`src/rtl/timebase_scheduler_if.sv`:
```
// Configuration write port of the timebase scheduler: a valid/ready
// handshake carrying channel index, period, mode and enable.
`timescale 1ns/1ps
interface timebase_scheduler_if #(
    parameter int N_CH     = 4,
    parameter int PERIOD_W = 16
);
    localparam int CH_W = (N_CH > 1) ? $clog2(N_CH) : 1;

    logic                cfg_valid;
    logic                cfg_ready;
    logic [CH_W-1:0]     cfg_ch;
    logic [PERIOD_W-1:0] cfg_period;
    logic                cfg_mode;
    logic                cfg_enable;

    // Requester side: drives the write, watches ready.
    modport master (
        output cfg_valid,
        output cfg_ch,
        output cfg_period,
        output cfg_mode,
        output cfg_enable,
        input  cfg_ready
    );

    // Scheduler side: accepts the write, drives ready.
    modport slave (
        input  cfg_valid,
        input  cfg_ch,
        input  cfg_period,
        input  cfg_mode,
        input  cfg_enable,
        output cfg_ready
    );
endinterface

```
`src/rtl/timebase_scheduler.sv`:
```
// Shared 100 Hz timebase: one prescaler producing a 10 ms tick, plus
// N_CH software timers serviced one channel per cycle by a single
// decrementer sweep that starts on every tick.
`timescale 1ns/1ps
module timebase_scheduler #(
    parameter int CLK_DIV  = 500000,
    parameter int N_CH     = 4,
    parameter int PERIOD_W = 16,
    localparam int PS_W    = (CLK_DIV > 1) ? $clog2(CLK_DIV) : 1,
    localparam int CH_W    = (N_CH > 1) ? $clog2(N_CH) : 1
) (
    input  logic                  CLK_50_MHz,
    input  logic                  reset,
    timebase_scheduler_if.slave   cfg,
    output logic                  tick_100hz,
    output logic [N_CH-1:0]       ch_fire,
    output logic [N_CH-1:0]       ch_busy,
    output logic [PS_W-1:0]       prescale
);

    typedef enum logic [0:0] {
        ST_IDLE    = 1'b0,
        ST_SERVICE = 1'b1
    } state_t;

    // Prescaler
    logic [PS_W-1:0]     r_prescale;
    logic                r_tick;

    // Sweep FSM and registered outputs
    state_t              r_state;
    logic [CH_W-1:0]     r_idx;
    logic                r_cfg_ready;
    logic [N_CH-1:0]     r_ch_fire;

    // Per-channel timer state
    logic [PERIOD_W-1:0] r_cnt    [N_CH];
    logic [PERIOD_W-1:0] r_period [N_CH];
    logic [N_CH-1:0]     r_mode;
    logic [N_CH-1:0]     r_en;

    logic                w_ch_ok;
    logic                w_cfg_fire;

    // A channel index beyond N_CH-1 can only exist when N_CH is not a power
    // of two; such writes are dropped rather than aliased onto a real channel.
    generate
        if (N_CH == (1 << CH_W)) begin : g_ch_full
            assign w_ch_ok = 1'b1;
        end else begin : g_ch_part
            assign w_ch_ok = (cfg.cfg_ch < CH_W'(N_CH));
        end
    endgenerate

    assign w_cfg_fire = cfg.cfg_valid && r_cfg_ready && w_ch_ok;

    assign cfg.cfg_ready = r_cfg_ready;
    assign tick_100hz    = r_tick;
    assign ch_fire       = r_ch_fire;
    assign ch_busy       = r_en;
    assign prescale      = r_prescale;

    // Prescale counter 0..CLK_DIV-1; tick is registered so it is high in the
    // cycle where the counter reads 0 after a wrap, never straight out of reset.
    always_ff @(posedge CLK_50_MHz or posedge reset) begin
        if (reset) begin
            r_prescale <= '0;
            r_tick     <= 1'b0;
        end else if (r_prescale == PS_W'(CLK_DIV - 1)) begin
            r_prescale <= '0;
            r_tick     <= 1'b1;
        end else begin
            r_prescale <= r_prescale + PS_W'(1);
            r_tick     <= 1'b0;
        end
    end

    // Sweep FSM: accepts writes in IDLE, services one channel per cycle after
    // each tick. Writes and service never overlap, so the channel registers
    // have a single owner per cycle.
    always_ff @(posedge CLK_50_MHz or posedge reset) begin
        if (reset) begin
            r_state     <= ST_IDLE;
            r_idx       <= '0;
            r_cfg_ready <= 1'b1;
            r_ch_fire   <= '0;
            r_mode      <= '0;
            r_en        <= '0;
            for (int i = 0; i < N_CH; i++) begin
                r_cnt[i]    <= '0;
                r_period[i] <= '0;
            end
        end else begin
            r_ch_fire <= '0;
            case (r_state)
                ST_IDLE: begin
                    // A write in the tick cycle lands before the sweep starts,
                    // so the sweep already sees the new values.
                    if (w_cfg_fire) begin
                        r_period[cfg.cfg_ch] <= cfg.cfg_period;
                        r_cnt[cfg.cfg_ch]    <= cfg.cfg_period;
                        r_mode[cfg.cfg_ch]   <= cfg.cfg_mode;
                        r_en[cfg.cfg_ch]     <= cfg.cfg_enable &&
                                                (cfg.cfg_period != PERIOD_W'(0));
                    end
                    if (r_tick) begin
                        r_state     <= ST_SERVICE;
                        r_idx       <= '0;
                        r_cfg_ready <= 1'b0;
                    end else begin
                        r_state     <= ST_IDLE;
                        r_idx       <= '0;
                        r_cfg_ready <= 1'b1;
                    end
                end
                ST_SERVICE: begin
                    if (r_en[r_idx]) begin
                        if (r_cnt[r_idx] > PERIOD_W'(1)) begin
                            r_cnt[r_idx] <= r_cnt[r_idx] - PERIOD_W'(1);
                        end else if (r_cnt[r_idx] == PERIOD_W'(1)) begin
                            r_ch_fire[r_idx] <= 1'b1;
                            if (r_mode[r_idx]) begin
                                r_en[r_idx]  <= 1'b0;
                                r_cnt[r_idx] <= '0;
                            end else begin
                                r_cnt[r_idx] <= r_period[r_idx];
                            end
                        end else begin
                            // Enabled with a zero count cannot be reached
                            // through a write; hold rather than underflow.
                            r_cnt[r_idx] <= r_cnt[r_idx];
                        end
                    end else begin
                        r_cnt[r_idx] <= r_cnt[r_idx];
                    end
                    if (r_idx == CH_W'(N_CH - 1)) begin
                        r_state     <= ST_IDLE;
                        r_idx       <= '0;
                        r_cfg_ready <= 1'b1;
                    end else begin
                        r_state     <= ST_SERVICE;
                        r_idx       <= r_idx + CH_W'(1);
                        r_cfg_ready <= 1'b0;
                    end
                end
                default: begin
                    r_state     <= ST_IDLE;
                    r_idx       <= '0;
                    r_cfg_ready <= 1'b1;
                end
            endcase
        end
    end

endmodule

```
`src/flat_wrapper.sv`:
```
// flat-port wrapper written by rule: the top's interface ports become plain ports
module timebase_scheduler_flat 
#(
    parameter int CLK_DIV  = 500000,
    parameter int N_CH     = 4,
    parameter int PERIOD_W = 16,
    localparam int PS_W    = (CLK_DIV > 1) ? $clog2(CLK_DIV) : 1,
    localparam int CH_W    = (N_CH > 1) ? $clog2(N_CH) : 1
)
  (CLK_50_MHz, reset, tick_100hz, ch_fire, ch_busy, prescale, cfg_cfg_valid, cfg_cfg_ch, cfg_cfg_period, cfg_cfg_mode, cfg_cfg_enable, cfg_cfg_ready);
  timebase_scheduler_if #(.N_CH(N_CH), .PERIOD_W(PERIOD_W)) cfg_i ();
  input  logic CLK_50_MHz;
  input  logic reset;
  output logic tick_100hz;
  output logic [N_CH-1:0] ch_fire;
  output logic [N_CH-1:0] ch_busy;
  output logic [PS_W-1:0] prescale;
  input wire logic [$bits(cfg_i.cfg_valid)-1:0] cfg_cfg_valid;
  input wire logic [$bits(cfg_i.cfg_ch)-1:0] cfg_cfg_ch;
  input wire logic [$bits(cfg_i.cfg_period)-1:0] cfg_cfg_period;
  input wire logic [$bits(cfg_i.cfg_mode)-1:0] cfg_cfg_mode;
  input wire logic [$bits(cfg_i.cfg_enable)-1:0] cfg_cfg_enable;
  output wire logic [$bits(cfg_i.cfg_ready)-1:0] cfg_cfg_ready;
  assign cfg_i.cfg_valid = cfg_cfg_valid;
  assign cfg_i.cfg_ch = cfg_cfg_ch;
  assign cfg_i.cfg_period = cfg_cfg_period;
  assign cfg_i.cfg_mode = cfg_cfg_mode;
  assign cfg_i.cfg_enable = cfg_cfg_enable;
  assign cfg_cfg_ready = cfg_i.cfg_ready;
  timebase_scheduler #(.CLK_DIV(CLK_DIV), .N_CH(N_CH), .PERIOD_W(PERIOD_W)) u_core (.CLK_50_MHz(CLK_50_MHz), .reset(reset), .cfg(cfg_i), .tick_100hz(tick_100hz), .ch_fire(ch_fire), .ch_busy(ch_busy), .prescale(prescale));
endmodule
```
`config.mk`:
```
export PLATFORM = sky130hd
export DESIGN_NAME = timebase_scheduler_flat
export DESIGN_NICKNAME = d
export VERILOG_FILES = /design/src/rtl/timebase_scheduler_if.sv /design/src/rtl/timebase_scheduler.sv /design/src/flat_wrapper.sv
export SDC_FILE = /design/constraint.sdc
export NUM_CORES = 1
export LEC_CHECK = 0
export CORE_MARGIN = 1.5
export CORE_UTILIZATION = 49
export DETAILED_ROUTE_END_ITERATION = 8
export PLACE_DENSITY = 0.67
export REMOVE_ABC_BUFFERS = 1
export SKIP_LAST_GASP = 1
export SYNTH_ARGS = -nofsm -noshare
export SYNTH_HDL_FRONTEND = slang
export SYNTH_SLANG_ARGS = --single-unit
```
`constraint.sdc`:
```
create_clock -name CLK_50_MHz -period 6.4 [get_ports CLK_50_MHz]
set_clock_uncertainty 0.1 [all_clocks]
set_input_delay 1.28 -clock CLK_50_MHz [delete_from_list [all_inputs] [get_ports CLK_50_MHz]]
set_output_delay 1.28 -clock CLK_50_MHz [all_outputs]
set_load 0.02 [all_outputs]
```
== Yosys cells after proc, flatten, opt, wreduce, memory -nomap -nowiden ==
Index checks and enable logic that the tools add are counted.

* Reduce and logical (&&, ||, !) cells: 9
* Eq/ne operators: 8
* Muxes and demuxes: 51
* Bitwise gates (word level): 7
* $lt $le $gt $ge: 9
* Add/sub/neg operators: 3

{| class="wikitable"
|+ Operator list
! operator !! number
|-
| 64-bit bitwise mux || 5
|-
| 64-bit two-way mux || 5
|-
| 64-bit case mux with 2 select lines || 1
|-
| 16-bit two-way mux || 6
|-
| 64-bit bitwise AND || 1
|-
| 16-bit binary-select mux with 2-bit select || 2
|-
| 16-bit demux with 2-bit select || 2
|-
| 64-bit NOT || 1
|-
| 4-bit two-way mux || 9
|-
| 19-bit by 1-bit adder with 19-bit output, second input constant || 1
|-
| 19-bit equality test, second input constant || 1
|-
| 19-bit two-way mux || 1
|-
| 16-bit by 1-bit equality test with 1-bit output, second input constant || 1
|-
| 16-bit by 1-bit greater-than comparator with 1-bit output, second input constant || 1
|-
| 16-bit nonzero test || 1
|-
| 16-bit by 1-bit subtractor with 16-bit output, second input constant || 1
|-
| 1-bit two-way mux || 9
|-
| 4-bit bitwise mux || 2
|-
| 2-bit != test, second input constant || 4
|-
| 4-bit case mux with 2 select lines || 1
|-
| 3-bit >= comparator, second input constant || 2
|-
| 1-bit logical AND || 6
|-
| 2-bit by 3-bit < comparator with 1-bit output, second input constant || 2
|-
| 3-bit by 1-bit < comparator with 1-bit output, second input constant || 2
|-
| other kinds (15) || 20
|}

* Input bits: 23
* Flip-flop bits (word level): 164

== Longest topological paths before layout ==
* Word-level depth: 12
* Gate-level depth with buffers: 14

== Least setup slack after synthesis ==
Ideal clock, no wire load.

* Path type: register -> register
* Start point: register u_core.r_idx[0]
* End point: register u_core.r_cnt[44] (netlist name)
* Arrival: 3.290 ns
* Required time: 6.167 ns
* Cell stages (with the launch flop): 15
* Setup slack: 2.877 ns
* Cells stage by stage: dfrtp_1 buf_6 buf_6 mux4_2 inv_1 ha_1 clkbuf_1 nor2_1 or3_1 or4_4 nand2_2 buf_6 nor3_2 a2111oi_4 o31ai_1

* Longest elaborated chain between the ends: 12
* Elaborated cells between the ends (all ways): 29
* Those cells by class: 1 x add/sub; 3 x order compare; 1 x eq/ne; 20 x mux; 3 x bitwise; 1 x reduce/logical

{| class="wikitable"
|+ RTL lines
! what !! RTL line !! text
|-
| start, declared || timebase_scheduler.sv:32 || <nowiki>logic [CH_W-1:0] r_idx;</nowiki>
|-
| start signal, assigned || timebase_scheduler.sv:142 || <nowiki>r_idx <= r_idx + CH_W'(1);</nowiki>
|-
| branches (longest 10 deep; another with 16-bit by 1-bit subtractor with 16-bit output) || - ||
|-
| 64-bit two-way mux * || timebase_scheduler.sv:117 || <nowiki>if (r_en[r_idx]) begin</nowiki>
|-
| 64-bit case mux with 2 select lines * || timebase_scheduler.sv:95 || <nowiki>case (r_state)</nowiki>
|-
| end signal, assigned by index || timebase_scheduler.sv:101 || <nowiki>r_cnt[cfg.cfg_ch] <= cfg.cfg_period;</nowiki>
|-
| end signal, assigned by index || timebase_scheduler.sv:119 || <nowiki>r_cnt[r_idx] <= r_cnt[r_idx] - PERIOD_W'(1);</nowiki>
|-
| end signal, assigned by index || timebase_scheduler.sv:126 || <nowiki>r_cnt[r_idx] <= r_period[r_idx];</nowiki>
|-
| end, declared || timebase_scheduler.sv:37 || <nowiki>logic [PERIOD_W-1:0] r_cnt [N_CH];</nowiki>
|}

Mark *: on every way between the ends. The select of a mux whose other input is x is not followed.
A chain may end at the register's enable or synchronous reset.

== Final worst setup path ==
* Start point: register u_core.r_idx[0]
* End point: register u_core.r_cnt[2] (netlist name)

The elaborated chain is that of the path after synthesis.

==> results by stage <==
GRT:
- met2 is the most crowded layer.
- The first global-routing pass estimated 57340 µm of wire.
- In the global route stage, met1 resource usage came out at 0.4890.
- Across every metal layer, demand over resource in global routing totals 0.3543.
- The via count of the first global-routing pass came to 9478.
- Entering global routing, the biggest net connects 92 pins.
- The initial antenna violation count is 0.
- The total global routing overflow is 0.
- For this run, global-route usage on met3 was measured as 0.07906.
- The global-route track usage on met2 is 0.5081.

Timing:
- The number of failing setup endpoints in the final timing report is 0.
- Setup repair after global routing left no endpoint under its margin.
- For the final routed database, the setup TNS stands at 0 ns.
- For the pin with the worst max-slew slack, the measured transition is 1.226 ns.
- Of the available clock period, the critical path in the final layout requires 0.7591.
- Timing would allow up to 0.2058 GHz.
- The final critical delay including setup and external delays is 4.859 ns.
- Measured against its own limit, the worst slew margin works out to 0.1762.
- The max-slew violation count came to 0.
- The final hold violation count is 0.

Worst setup path:
- For the worst setup path, the data required time is 6.63 ns.
- The cell with the largest stage delay on the worst path is nor4_4.
- Walking the worst path, the cells encountered are mux4_2, inv_1, ha_1, inv_1, or4_1, nor4_4, nand3_1, a21oi_1, a221oi_1, o31ai_1.
- The most repeated library cell on the critical path is inv_1.
- The critical path capture point type is a register.
- The data arrival time of the worst path is 5.09 ns.
- The kind of critical path is reg2reg.
- STA classifies the critical path startpoint as a register.
- The peak per-stage delay on the critical path is 0.94 ns.
- The maximum fanout along the worst path is 19.

Layout:
- The total inserted antenna cells is 0.
- Of the cells placed in the final design, the portion with a size suffix greater than 1 is 0.1128.
- Compared with the post-synthesis result, the final layout area differs by 13.36%.
- In the layout the commonest cells are 280 x nand2_1, 160 x dfrtp_1, 65 x nor2_1.
- The library cell used most frequently in the layout, excluding fill and tap cells, is nand2_1.
- The utilization after layout is 0.5663.
- In the final design database the tool counted 1187 nets.

Floorplan:
- The initial core utilization is 0.4995.
- Row generation in the floorplan step produced 52 rows.
- The floorplan core area is 20170 µm².
- The number of placed I/O pins is 52.
- The die outline height is 146.4 µm.
- The horizontal die dimension is 146.4 µm.
- The die covers 21430 µm².

Placed design:
- The sum of net half-perimeters after detailed placement is 24030 µm.
- The weighted congestion reported at the end of routability-driven placement is 1.011.
- During placement, the flow inserted port buffers numbering 51.

Routing:
- In this run the remaining antenna-violating nets after routing total 0.
- In the final routed layout, each cell accounts on average for 25.75 µm.
- Dividing the detail-routed via count by the number of cells gives 6.851.
- For this block, the routed nets add up to 37090 µm of wire.
- For this run, design rule violations remaining after detail routing come to 0.
- The first TritonRoute pass finished after 9 iterations.
- The violation count after the first detailed-route iteration is 1257.
- The via count is 9865.

Synth:
- The synthesized design contains 0 enable-type register cells.
- The flip-flop and latch count after synthesis is 164.
- The number of warnings printed during yosys synthesis is 0.
- The count of cell types in the netlist is 76.
- Counting flops with an async set or reset pin after synthesis yields a share of 1.000.
- The part of the Yosys area used for sequential elements is 0.4075.
- In the synthesized netlist the dominant register cell turns out to be dfrtp_1.
- The average cell area after synthesis is 8.814 µm².
- The number of instances in the synthesized netlist is 1143.
- After synthesis the cells add up to 10070 µm².

Status:
- The flow ran to the end, and the final reports show no timing, DRC or antenna violations.

Clock tree:
- The clock-pin slew reported for the worst setup and hold paths after clock tree synthesis is 0.07 ns.
- The number of setup buffers added after CTS is 0.
- The number of CTS-inserted buffers is 17.
- The CTS sink count is 164.
- The tree is rooted in a clkbuf_16.
- The clock tree synthesis step divided the H-tree into 4 levels.
- Clock latency on the worst-skew pair, taken at its later pin, is 0.45 ns.
- The hold buffer count at cts is 0.
- The clock tree from TritonCTS is yes.
- In this run the deepest clock path goes through 2 buffers.
- The post-cts sizing count is 0.

Worst hold path:
- The worst hold path belongs to the class reg2reg.

Power:
- The maximum vdd ir drop is 0.0001800 V.
- The power density relative to cell area is 265.2 nW/µm².
- The analysis attributes to cell leakage a power of 4.718 nW.

Flow run:
- The tool flagged a number of max-cap violations equal to 0.
sequential cells by signal (all words and copies together), names as in the netlist:
| signal | flops |
|---|---|
| u_core.ch_fire | 4 |
| u_core.r_mode | 4 |
| u_core.cfg.cfg_ready | 1 |
| u_core.ch_busy | 4 |
| u_core.r_cnt | 64 |
| u_core.r_period | 64 |
| u_core.r_idx | 2 |
| u_core.tick_100hz | 1 |
| u_core.prescale | 19 |
| u_core.r_state | 1 |
critical path: cells and delay by family, from the launching register on:
kind                     cells  cell delay [ns]
AND/OR/NAND/NOR              3             1.70
flip-flops                   1             0.84
multiplexers                 1             0.66
AO/OA/AOI/OAI                3             0.56
adder cells (fa/ha/maj)      1             0.54
buffers and inverters        2             0.34
synthesized netlist by cell type, drive strengths merged, types with 9 or more instances:
library cell | number | area share
a21oi | 51 | 0.026
mux2i | 16 | 0.016
mux4 | 34 | 0.076
nand3 | 48 | 0.024
nor4 | 16 | 0.015
and3 | 13 | 0.0081
buf | 23 | 0.013
o22ai | 16 | 0.0099
inv | 13 | 0.0048
a22oi | 25 | 0.019
a31oi | 23 | 0.014
o31ai | 12 | 0.0089
xor2 | 15 | 0.013
nor2 | 65 | 0.024
o211ai | 20 | 0.015
clkbuf | 63 | 0.024
a21boi | 9 | 0.0067
nand2 | 281 | 0.10
nor3 | 19 | 0.0099
nand4 | 14 | 0.0087
o21ai | 60 | 0.030
xnor2 | 14 | 0.012
dfrtp | 163 | 0.40
cell families after synthesis:
family / after synthesis / synth area share
AND/OR/NAND/NOR: 499 / 0.2253
XOR/XNOR: 29 / 0.02521
AO/OA/AOI/OAI: 286 / 0.1916
flip-flops: 164 / 0.4075
adder cells (fa/ha/maj): 7 / 0.008693
multiplexers: 57 / 0.09973
buffers and inverters: 101 / 0.04198
power breakdown:
group	total (mW)	switching, mW	internal, mW
Combinational	0.715	0.447	0.268
Clock	1.03	0.512	0.521
Sequential	1.28	0.106	1.17
cell type report:
class                      instances  area, µm²
fill                            1869       8748
multi-input combinational        878       5570
sequential                       164       4109
timing repair buffer              81      760.7
clock buffer                      17      425.4
tap                              270      337.8
clock inverter                    15      156.4
inverter                          15      61.31
layer usage:
| layer | up-vias | routed length [µm] |
|---|---|---|
| li1 | 4195 | - |
| met1 | 4789 | 14570 |
| met2 | 720 | 15920 |
| met3 | 161 | 4280 |
| met4 | 0 | 2324 |
| met5 | - | 0 |
metrics by stage:
| stage | instances | power (mW) | setup WS [ns] | hold WS [ns] | cell area (µm²) |
|---|---|---|---|---|---|
| global route | 1440 | 3.142 | 1.301 | 0.4031 | 11420 |
| detailed placement | 1408 | 1.982 | 1.700 | 0.3582 | 10840 |
| floorplan | 1057 | 1.734 | 0.5883 | 0.3403 | 9708 |
| CTS | 1440 | 3.005 | 1.676 | 0.3756 | 11420 |
| global placement | 1408 | 1.969 | 1.830 | 0.3541 | 10840 |
| finish | 1440 | 3.029 | 1.541 | 0.3749 | 11420 |
path summary, 6_finish.rpt:
| path | to | startpoint | cells after the start | slack (ns) |
|---|---|---|---|---|
| setup / recovery | u_core.r_cnt[2] | u_core.r_idx[0] | 10 | 1.54 |
| hold / removal | u_core.r_period[11] | u_core.r_period[11] | 2 | 0.37 |
| setup reg to reg | u_core.r_cnt[2] | u_core.r_idx[0] | 10 | 1.54 |
| hold reg to reg | u_core.r_period[11] | u_core.r_period[11] | 2 | 0.37 |
| max in group asynchronous | u_core.r_state | reset | 3 | 3.98 |
| min in group asynchronous | u_core.ch_fire[1] | reset | 2 | 1.22 |
(Power assumes the default switching activity.)
==> RTL edit: new RTL, same flow settings <==
`N_CH` is set to 4 in 3 places; all go to 8.
--- a/src/rtl/timebase_scheduler_if.sv
+++ b/src/rtl/timebase_scheduler_if.sv
@@ -2,7 +2,7 @@
 // handshake carrying channel index, period, mode and enable.
 `timescale 1ns/1ps
 interface timebase_scheduler_if #(
-    parameter int N_CH     = 4,
+    parameter int N_CH     = 8,
     parameter int PERIOD_W = 16
 );
     localparam int CH_W = (N_CH > 1) ? $clog2(N_CH) : 1;
--- a/src/rtl/timebase_scheduler.sv
+++ b/src/rtl/timebase_scheduler.sv
@@ -4,7 +4,7 @@
 `timescale 1ns/1ps
 module timebase_scheduler #(
     parameter int CLK_DIV  = 500000,
-    parameter int N_CH     = 4,
+    parameter int N_CH     = 8,
     parameter int PERIOD_W = 16,
     localparam int PS_W    = (CLK_DIV > 1) ? $clog2(CLK_DIV) : 1,
     localparam int CH_W    = (N_CH > 1) ? $clog2(N_CH) : 1
--- a/src/flat_wrapper.sv
+++ b/src/flat_wrapper.sv
@@ -2,7 +2,7 @@
 module timebase_scheduler_flat 
 #(
     parameter int CLK_DIV  = 500000,
-    parameter int N_CH     = 4,
+    parameter int N_CH     = 8,
     parameter int PERIOD_W = 16,
     localparam int PS_W    = (CLK_DIV > 1) ? $clog2(CLK_DIV) : 1,
     localparam int CH_W    = (N_CH > 1) ? $clog2(N_CH) : 1
Ports: changed (resized cfg_cfg_ch, ch_busy and ch_fire); port bits go from 52 to 61. The function was not compared with the original's and may differ.
==> RTL edit against the original RTL <==
Total power rose by 93%; wire length rose by 94%; sequential cell count rose by 141; combinational power rose by 62%; count of clock-buffer cells in the layout rose by 30; first-iteration DRC count rose by 90%; non-clock buffer count rose by 59; design area rose by 67%; core utilization rose by 0.53 points; clock power rose by 110%; sequential power rose by 96%; setup slack got worse by 0.52 ns; area after synthesis rose by 64%; critical path type unchanged; largest power group unchanged; highest routed layer is now met5.
==> RTL edit: results (changes against the original RTL) <==
The post-synthesis sequential area ratio came out at 0.463 (+0.0554). The area of all placed cells without fillers is 19,100 um^2 (+67%). The number of signal-net buffers in the layout came out at 140 (+73%). The maximum buffer depth of the clock tree is 3 (+1). The fraction of synthesized cell area in xor and xnor cells came out at 0.0143 (-0.0109). The sequential cell area share is 0.401 (+0.0410). The internal power summed over all cells is 4.00 mW (+100%). The pin count of the biggest net entering global routing is 112 (+22%).

The overall routed net length came out at 72,100 um (+94%). The total track usage came out at 0.414 (+0.0596). Ranked by total cell area, the synthesized netlist is headed by sky130_fd_sc_hd__dfrtp_1 (46%), sky130_fd_sc_hd__nand2_1 (13%), sky130_fd_sc_hd__mux4_2 (3.7%). The leakage power of the design is 8.42 nW (+78%). The number of standard cells in the layout, taps in and fillers out came out at 2,358 (+64%). The multiplexer area fraction after synthesis was 0.0820 (-0.0177). The synthesized instance count is 1,820 (+59%). The hold path startpoint is u_core.r_period[102]. The clock latency at the later pin of the worst-skew pair is 0.57 ns (+0.12 ns). The count of H-tree levels built during CTS came to 2 (-2).

The final weighted congestion in routability-driven placement came out at 1.06 (+4.5%). The vias after detailed routing is 16,170 (+64%). The flow ran to the end, and the final reports show no timing, DRC or antenna violations. The share of power burned in registers came to 0.430 (+0.007). The setup slack of the worst register-to-register path is 1.02 ns (-0.52 ns).

The share of final layout cell area taken by non-clock buffers came out at 0.0650 (-0.00166). The combinational power is 1.16 mW (+62%). The number of optimization iterations in the first detailed-route pass came out at 6 (-3). The initial antenna violation count came out at 3 (+3). The post-synthesis compound-gate area fraction is 0.187 (-0.00440). The number of logic inverters in the finished layout came out at 11 (-4). Following the worst setup path forward leads to its endpoint at u_core.r_cnt[110].

The TritonCTS buffer count is 36 (+19). The data arrival time at the worst-slack endpoint came to 5.72 ns (+0.63 ns).
## RTL edit: cell types whose count changed after synthesis, sizes merged, moves of 9 or more
cell,delta
a22oi,+42
a221o,+39
mux2,+10
nand2,+302
and2,+9
nor2,+37
o21ai,+11
clkbuf,+18
buf,+12
o211ai,+15
mux2i,+38
nand3,-15
o31ai,-11
dfrtp,+141
## RTL edit: stage by stage
stage	worst slack, ns	hold WS, ns	setup TNS [ns]	utilization
final	1.02	0.372	0	0.572
after global routing	0.920	0.395	0	0.572
after CTS	1.17	0.374	0	0.572
after detailed placement	1.19	0.360	0	0.534
after global placement	1.21	0.353	0	0.534
after floorplan	-3.41	0.334	-1037.43	-
## RTL edit: layer usage
metal | vias to the layer above | track usage | wire, um
li1 | 6669 | - | -
met1 | 8039 | 0.578 | 29000
met2 | 1196 | 0.588 | 30000
met3 | 262 | 0.109 | 8730
met4 | 4 | 0.225 | 4330
met5 | - | 0 | 49
